### config.mk
export PLATFORM = sky130hd
export DESIGN_NAME = cache_control
export DESIGN_NICKNAME = d
export VERILOG_FILES = /design/src/rtl/lc3b_types.sv /design/src/rtl/tag_compare.sv /design/src/rtl/cache_control.sv
export SDC_FILE = /design/constraint.sdc
export NUM_CORES = 1
export LEC_CHECK = 0
export CAP_MARGIN = 20
export CELL_PAD_IN_SITES_DETAIL_PLACEMENT = 2
export CELL_PAD_IN_SITES_GLOBAL_PLACEMENT = 2
export CORE_MARGIN = 1.5
export CORE_UTILIZATION = 37
export DETAILED_ROUTE_END_ITERATION = 12
export HOLD_SLACK_MARGIN = 0.15
export PLACE_DENSITY_LB_ADDON = 0.2
export SYNTH_ARGS = -nofsm -noshare
export SYNTH_HDL_FRONTEND = slang
export SYNTH_SLANG_ARGS = --single-unit
export TNS_END_PERCENT = 5
### constraint.sdc
create_clock -name clk -period 3.5 [get_ports clk]
set_input_delay 0.875 -clock clk [delete_from_list [all_inputs] [get_ports clk]]
set_output_delay 0.875 -clock clk [all_outputs]
set_load 0.01 [all_outputs]
### src/rtl/lc3b_types.sv
// Shared LC-3b cache types: address field widths/slices and the controller state encoding.
package lc3b_types;

  localparam int unsigned TAG_W    = 8;
  localparam int unsigned SET_W    = 4;
  localparam int unsigned NUM_SETS = 16;
  localparam int unsigned NUM_WAYS = 2;
  localparam int unsigned ADDR_W   = 16;

  localparam int unsigned TAG_MSB = 15;
  localparam int unsigned TAG_LSB = 8;
  localparam int unsigned SET_MSB = 7;
  localparam int unsigned SET_LSB = 4;

  typedef logic [TAG_W-1:0]  lc3b_tag;
  typedef logic [SET_W-1:0]  lc3b_set;
  typedef logic [ADDR_W-1:0] lc3b_word;

  typedef enum logic [1:0] {
    S_IDLE      = 2'd0,
    S_WRITEBACK = 2'd1,
    S_ALLOCATE  = 2'd2
  } cache_state_t;

  function automatic lc3b_tag addr_tag(input lc3b_word addr);
    return addr[TAG_MSB:TAG_LSB];
  endfunction

  function automatic lc3b_set addr_set(input lc3b_word addr);
    return addr[SET_MSB:SET_LSB];
  endfunction

endpackage

### src/rtl/tag_compare.sv
// One-way hit detector: a line matches when it is valid and its stored tag equals the CPU tag.
//   valid    : valid bit of this way for the addressed set
//   line_tag : tag read from the tag array for this way
//   cpu_tag  : tag field of the CPU address
//   match    : this way holds the addressed line
module tag_compare
  import lc3b_types::*;
(
  input  logic    valid,
  input  lc3b_tag line_tag,
  input  lc3b_tag cpu_tag,
  output logic    match
);

  assign match = valid && (line_tag == cpu_tag);

endmodule

### src/rtl/cache_control.sv
// Two-way, 16-set write-back cache controller with zero-wait hits and LRU replacement.
//   clk, reset            : clock and asynchronous active-high reset
//   mem_read/mem_write    : CPU request, held until mem_resp (both high = write)
//   mem_address           : CPU address {tag, set, offset}
//   tag_out0/tag_out1     : tags of the addressed set from the external tag array
//   pmem_resp             : physical memory finished the current line transfer
//   mem_resp, hit, hit_way: CPU completion and hit status
//   way_sel, tag_load, data_load, data_in_sel : tag/data array controls
//   pmem_read, pmem_write, pmem_addr_sel      : physical memory line transfer controls
module cache_control
  import lc3b_types::*;
(
  input  logic     clk,
  input  logic     reset,
  input  logic     mem_read,
  input  logic     mem_write,
  input  lc3b_word mem_address,
  input  lc3b_tag  tag_out0,
  input  lc3b_tag  tag_out1,
  input  logic     pmem_resp,
  output logic     mem_resp,
  output logic     hit,
  output logic     hit_way,
  output logic     way_sel,
  output logic     tag_load,
  output logic     data_load,
  output logic     data_in_sel,
  output logic     pmem_read,
  output logic     pmem_write,
  output logic     pmem_addr_sel
);

  cache_state_t        state;
  logic [NUM_SETS-1:0] valid [NUM_WAYS];
  logic [NUM_SETS-1:0] dirty [NUM_WAYS];
  logic [NUM_SETS-1:0] lru;
  logic                victim;
  lc3b_set             set_q;

  lc3b_tag cpu_tag;
  lc3b_set cpu_set;
  logic    req;
  logic    hit0;
  logic    hit1;
  logic    unused_offset;

  assign cpu_tag       = addr_tag(mem_address);
  assign cpu_set       = addr_set(mem_address);
  assign req           = mem_read || mem_write;
  assign unused_offset = ^mem_address[SET_LSB-1:0];

  tag_compare u_cmp0 (
    .valid    (valid[0][cpu_set]),
    .line_tag (tag_out0),
    .cpu_tag  (cpu_tag),
    .match    (hit0)
  );

  tag_compare u_cmp1 (
    .valid    (valid[1][cpu_set]),
    .line_tag (tag_out1),
    .cpu_tag  (cpu_tag),
    .match    (hit1)
  );

  assign hit     = hit0 || hit1;
  assign hit_way = hit1;

  // Array/memory controls decoded from state; reset forces IDLE and clears valid, so all read 0
  always_comb begin
    mem_resp      = 1'b0;
    way_sel       = 1'b0;
    tag_load      = 1'b0;
    data_load     = 1'b0;
    data_in_sel   = 1'b0;
    pmem_read     = 1'b0;
    pmem_write    = 1'b0;
    pmem_addr_sel = 1'b0;
    case (state)
      S_IDLE: begin
        if (req && hit) begin
          mem_resp  = 1'b1;
          way_sel   = hit_way;
          data_load = mem_write;
        end
      end
      S_WRITEBACK: begin
        pmem_write    = 1'b1;
        pmem_addr_sel = 1'b1;
        way_sel       = victim;
      end
      S_ALLOCATE: begin
        pmem_read = 1'b1;
        way_sel   = victim;
        if (pmem_resp) begin
          tag_load    = 1'b1;
          data_load   = 1'b1;
          data_in_sel = 1'b1;
        end
      end
      default: ;
    endcase
  end

  // State, per-set metadata and the latched victim/set of an in-flight miss
  always_ff @(posedge clk or posedge reset) begin
    if (reset) begin
      state  <= S_IDLE;
      valid  <= '{default: '0};
      dirty  <= '{default: '0};
      lru    <= '0;
      victim <= 1'b0;
      set_q  <= '0;
    end else begin
      case (state)
        S_IDLE: begin
          if (req) begin
            if (hit) begin
              lru[cpu_set] <= ~hit_way;
              if (mem_write) dirty[hit_way][cpu_set] <= 1'b1;
            end else begin
              victim <= lru[cpu_set];
              set_q  <= cpu_set;
              // Only a valid dirty victim needs writing back before the fill
              if (valid[lru[cpu_set]][cpu_set] && dirty[lru[cpu_set]][cpu_set])
                state <= S_WRITEBACK;
              else
                state <= S_ALLOCATE;
            end
          end
        end
        S_WRITEBACK: begin
          if (pmem_resp) state <= S_ALLOCATE;
        end
        S_ALLOCATE: begin
          if (pmem_resp) begin
            valid[victim][set_q] <= 1'b1;
            dirty[victim][set_q] <= 1'b0;
            state                <= S_IDLE;
          end
        end
        default: state <= S_IDLE;
      endcase
    end
  end

endmodule

==> out/summary.txt, run 1 <==
relative slew slack -> 56.3%
Syn Nets -> 535
routability cong. -> 0.756
CP Buf/Inv Count -> 3
outcome -> finished with violations
GRT Total Usage -> 26.8%
Ys Warns -> 0
worst-margin pin slew -> 655 ps
I/O pin total -> 47
total power draw -> 0.00319 W
arrival time at the worst endpoint -> 2630 ps
post-synthesis register bit count -> 87
slowest CP cell -> mux4_2
share of flip-flops with an asynchronous set or reset -> 100%
drt first pass iters -> 4
Antenna Violating Nets Remaining -> 0
Internal -> 0.00211 W
Synth Area in XOR/XNOR -> 2.83%
nets@finish -> 599
initial core utilization -> 37.7%
die area -> 0.0141 mm^2
Yosys cell types -> 50
initial DRC count -> 264
CP top delay family -> buffers and inverters
clk sinks -> 87
final worst-path cycle share -> 100%
drt via density -> 5.96
post-synth top area share -> 43.9%
fillers -> 1363
endpoints failing setup -> 1
failing checks -> negative setup slack
DIE WIDTH -> 119 um
area leader, netlist -> dfrtp_1
Crit. End Element -> output port
final WL -> 18100 um
max_cap viols -> 0
diode count -> 0
CP cell instances -> buf_4, bufbuf_16, mux4_2, a22oi_2, a211o_4, nand2_2, nand3_1, nand2_1, clkdlybuf4s15_2
H-tree depth -> 3
initial antenna violation count -> 0
fmax -> 285 MHz
Final Hold Vio Count -> 0
hold_ws -> 477 ps
clk slew on worst S/H paths -> 60 ps
pwr dens -> 514 mW/mm^2
largest family of logic cells by synthesized area -> compound AO/OA/AOI/OAI gates
Detailed Place HPWL -> 12700 um
Post-CTS Hold Buffers -> 0
clk buf depth -> 2
clock root buffer -> clkbuf_16
Seq/Total Area, Yosys -> 43.9%
area grow syn2layout -> 25.4%
syn avg cell area -> 10.0 um^2
crit-path max FO -> 4
Synth Area in Compound Gates -> 18.9%
Pleak -> 2.70 nW
R2R setup slack -> 810 ps
via count -> 4405
Placement Rows -> 42
fin crit period -> 3500 ps
CTS tree -> built
Multi-input gate area -> 0.00262 mm^2
Max VDD drop -> 349 uV
unrepaired setup endpoints after global routing -> true
switching pwr -> 0.00108 W
core box area -> 0.0131 mm^2
clk_skew -> 10.7 ps
Synth Instances -> 494
Seq pwr share -> 40.0%
wire per inst -> 24.4 um
Seq. cell area -> 0.00218 mm^2
first-pass GRT wire length -> 28800 um
area share of fa/ha/maj cells after synthesis -> 1.01%
mux share of post-synthesis cell area -> 12.2%
layout cells sized above 1 -> 21.8%
clock share of power -> 30.9%
Synth area leaders -> dfrtp_1, mux4_2, o21ai_0, o21bai_1, mux2i_1
CTS Buf Count -> 9
IO Port Bufs -> 42
vias in the first global route -> 5020
delay of the slowest critical-path stage -> 520 ps
DRC Markers -> 0
die span in y -> 119 um
latest clock arrival within the worst-skew pair -> 350 ps
CP Class -> in -> out
Worst EP required -> 2620 ps
Synth Area in Simple Gates -> 16.7%
EDFF count, synth -> 0
class of the tightest hold or removal check -> reg -> reg
setup ws final -> -2.71 ps
switching part of the total power -> 33.8%
Synth Cell Area -> 0.00496 mm^2
grt ovf -> 0
main flop type after synthesis -> dfrtp_1
Slew Limit Fails -> 0
largest net degree at the start of global routing -> 58
crit start category -> primary input
Logic pwr share -> 29.1%
==> per-layer routing <==
metal  vias up  share of wire (%)  wire length, um  global-route usage [%]
met5         -                  0                0                       0
met4         0                3.2              576                    10.6
li1       1963                  -                -                       -
met3        36                3.1              558                    4.73
met2        79                 52             9320                    47.0
met1      2327                 42             7610                    32.8
==> synth_stat cells (5+ instances only) <==
cell type,n
o21bai_1,34
nand4_1,5
a21oi_1,17
nor3_1,24
inv_1,6
dfrtp_1,87
clkbuf_1,22
mux2i_1,17
o21ai_0,56
a31oi_1,16
nand3_1,21
nor2b_1,8
buf_2,5
o21ai_1,10
nor2_1,26
xnor2_1,16
or4b_2,12
nand4b_1,13
nand2_1,33
mux4_2,13
==> worst reg2reg max path, delay by kind of cell, from the launching register on <==
family | cells | cell delay (ps)
AO/OA/AOI/OAI | 3 | 690
AND/OR/NAND/NOR | 1 | 510
multiplexers | 1 | 500
buffers and inverters | 4 | 490
flip-flops | 1 | 400
==> metrics by stage <==
stage | std cells | utilization, % | setup TNS, ps | instance area [um^2] | setup WS [ps]
6_report | 739 | 47.3 | -2.71 | 6220 | -2.71
5_1_grt | 739 | 47.3 | -161 | 6220 | -62.5
4_1_cts | 739 | 47.3 | 0 | 6210 | 11.3
3_5_place_dp | 720 | 44.3 | -9910 | 5820 | -851
3_3_place_gp | 720 | 44.3 | -6350 | 5820 | -782
2_1_floorplan | 494 | - | 0 | 4960 | 270
==> power by group through the flow <==
stage / Combinational [W] / Sequential (W) / Clock [W]
final: 0.000930 / 0.00128 / 0.000986
after global routing: 0.00100 / 0.00129 / 0.00104
after CTS: 0.000915 / 0.00127 / 0.00100
after detailed placement: 0.000891 / 0.00129 / 0
after global placement: 0.000843 / 0.00127 / 0
after floorplan: 0.000555 / 0.00124 / 0
==> final timing paths <==
kind,startpoint,end,cells after the start
max,mem_address[4],data_load,9
min,valid[21],valid[21],1
max reg2reg,valid[8],dirty[29],9
min reg2reg,valid[21],valid[21],1
max in group asynchronous,reset,dirty[23],3
min in group asynchronous,reset,valid[8],2
==> registers in the layout, summed over array words and instances (netlist names) <==
signal and cells:
lru 16, state 2, set_q 4, victim 1, dirty 32, valid 32
==> placed cells by master, fill, tap and decap left out, types with 21 or more instances in the layout <==
cell,n
nor3_1,24
buf_4,42
nor2_1,24
o21ai_0,56
dfrtp_1,87
nand3_1,21
clkdlybuf4s50_1,29
nand2_1,32
o21bai_1,34
==> kinds of logic (layout without fill, tap and decap cells) <==
logic type | Yosys count | after routing
AOI/OAI and AO/OA | 151 | 151
xor gates and xnor gates | 16 | 16
adders and majority gates | 4 | 4
buffers and inverters | 45 | 114
DFF | 87 | 87
muxes | 39 | 39
and+or+nand+nor | 152 | 152
==> timing repair <==
item | in CTS | in global routing
buffers inserted | 2 | 0
gates cloned | 1 | 0
endpoints found under the hold margin | 0 | 0
gates resized for setup | 35 | 11
endpoints found under the setup margin | 7 | 6
pin swaps | 5 | 5
==> layout make-up <==
cell class	instances	area share [%]
Multi-Input combinational cell	362	42.2
Sequential cell	87	35.0
Timing Repair Buffer	91	14.0
Clock buffer	11	3.90
Tap cell	176	3.54
Clock inverter	5	0.906
Inverter	7	0.443
(Power assumes the default switching activity.)
==> run 2, diff against run 1 <==
- SETUP_SLACK_MARGIN: not set -> 0.15
==> run 2 against run 1 <==
  * The run now ends clean
  * Non-clock buffer count up 17
  * Global-route usage about the same
  * Highest routed layer unchanged
  * Clock-buffer cell count unchanged
  * Clock power about the same
  * Largest cell class unchanged
  * Sequential share of layout area down 0.91 points
  * Routed wire length up 2.3%
  * Worst setup slack better by 180 ps
  * Final cell count up 2.3%
  * Critical path type unchanged
  * Utilization up 1.3 points
  * Critical path depth unchanged
  * Die area unchanged
==> out/summary.txt, run 2 (synthesized netlist as in run 1, its figures left out) <==
clock root buffer -> clkbuf_16
GRT Total Usage -> 26.8%
DRC Markers -> 0
CP cell instances -> buf_12, buf_12, mux4_2, a22oi_2, a211o_4, buf_6, buf_4, inv_2, buf_2
Largest regs -> dirty x32, valid x32, lru x16
endpoints failing setup -> 0
clk_skew -> 9.65 ps
Post-Place Cells -> 720
CTS tree -> built
hold_ws -> 477 ps
clock share of power -> 30.8%
Final Hold Vio Count -> 0
diode count -> 0
fmax -> 301 MHz
Final Non-Filler Cells -> 756
largest net degree at the start of global routing -> 58
clk slew on worst S/H paths -> 60 ps
commonest non-fill, non-tap cell in the layout -> dfrtp_1
max_cap viols -> 0
Max VDD drop -> 350 uV
worst-margin pin slew -> 675 ps
drt via density -> 5.92
drt first pass iters -> 4
Crit. End Element -> output port
die area -> 0.0141 mm^2
Internal -> 0.00212 W
clk sinks -> 87
Final Instance Area -> 0.00638 mm^2
Seq pwr share -> 39.8%
switching part of the total power -> 33.9%
relative slew slack -> 54.9%
I/O pin total -> 47
grt ovf -> 0
CP Class -> in -> out
via count -> 4478
first-pass GRT wire length -> 28800 um
outcome -> completed
initial core utilization -> 37.7%
unrepaired setup endpoints after global routing -> true
Pleak -> 2.82 nW
fin crit period -> 3320 ps
Logic pwr share -> 29.4%
final worst-path cycle share -> 94.8%
highest-count cells in the layout ignoring fill and taps -> dfrtp_1, o21ai_0, buf_4
die span in y -> 119 um
crit start category -> primary input
vias in the first global route -> 4946
Post-CTS Hold Buffers -> 0
wire per inst -> 24.4 um
setup ws final -> 181 ps
DIE WIDTH -> 119 um
clk buf depth -> 2
Detailed Place HPWL -> 12700 um
Setup WS pre-CTS -> -851 ps
delay of the slowest critical-path stage -> 550 ps
CTS Buf Count -> 9
Util after Layout -> 48.6%
core box area -> 0.0131 mm^2
latest clock arrival within the worst-skew pair -> 350 ps
initial antenna violation count -> 0
Slew Limit Fails -> 0
H-tree depth -> 3
crit-path max FO -> 5
Antenna Violating Nets Remaining -> 0
switching pwr -> 0.00109 W
class of the tightest hold or removal check -> reg -> reg
nets@finish -> 616
area grow syn2layout -> 28.7%
arrival time at the worst endpoint -> 2440 ps
pwr dens -> 503 mW/mm^2
slowest CP cell -> mux4_2
Worst EP required -> 2620 ps
routability cong. -> 0.756
IO Port Bufs -> 42
R2R setup slack -> 810 ps
final WL -> 18500 um
placed inst area -> 0.00582 mm^2
CP dominant cell by count -> buf_12
layout cells sized above 1 -> 24.5%
Placement Rows -> 42
initial DRC count -> 219
## run 2: layout make-up
cell class | instances | area, um^2
inverter | 7 | 27.5
multi-input combinational | 362 | 2630
fill | 1362 | 6760
tap | 176 | 220
timing repair buffer | 108 | 1030
clock inverter | 5 | 56.3
sequential | 87 | 2180
clock buffer | 11 | 243
## run 2: path summary, 6_finish.rpt
path / startpoint / to / cells past startpoint
max in group asynchronous: reset / dirty[23] / 3
worst max-delay path: mem_address[4] / hit_way / 9
min in group asynchronous: reset / valid[8] / 2
worst min-delay path: valid[21] / valid[21] / 1
worst max register to register: lru[7] / state[1] / 10
worst min register to register: valid[21] / valid[21] / 1
## run 2: critical path: cells and delay by family
family	cells	cell delay (ps)
buffers and inverters	6	580
AO/OA/AOI/OAI	2	440
multiplexers	1	550
## run 2: through the flow
step           power [W]  TNS (ps)
3_3_place_gp     0.00211     -6350
2_1_floorplan    0.00179         0
6_report         0.00321         0
3_5_place_dp     0.00218     -9910
5_1_grt          0.00334         0
4_1_cts          0.00319         0
## run 2: per-layer routing
metal | track usage, % | vias to the layer above | share of wire (%)
met3 | 4.44 | 34 | 3.5
met2 | 47.6 | 90 | 51
met1 | 33.2 | 2360 | 43
met5 | 0 | - | 0
li1 | - | 1994 | -
met4 | 8.73 | 0 | 2.5
## run 2: timing repair
item | 4_1_cts | 5_1_grt
pin swaps | 8 | 12
setup buffers | 8 | 10
gates resized for setup | 52 | 18
setup endpoints to repair | 7 | 7
gates cloned | 1 | 1
## run 2: power groups by stage
stage	Clock (W)	Sequential [W]	Combinational, W
after floorplan	0	0.00124	0.000555
after global placement	0	0.00127	0.000843
after CTS	0.00100	0.00127	0.000913
final	0.000987	0.00128	0.000945
after detailed placement	0	0.00129	0.000891
after global routing	0.00104	0.00129	0.00102
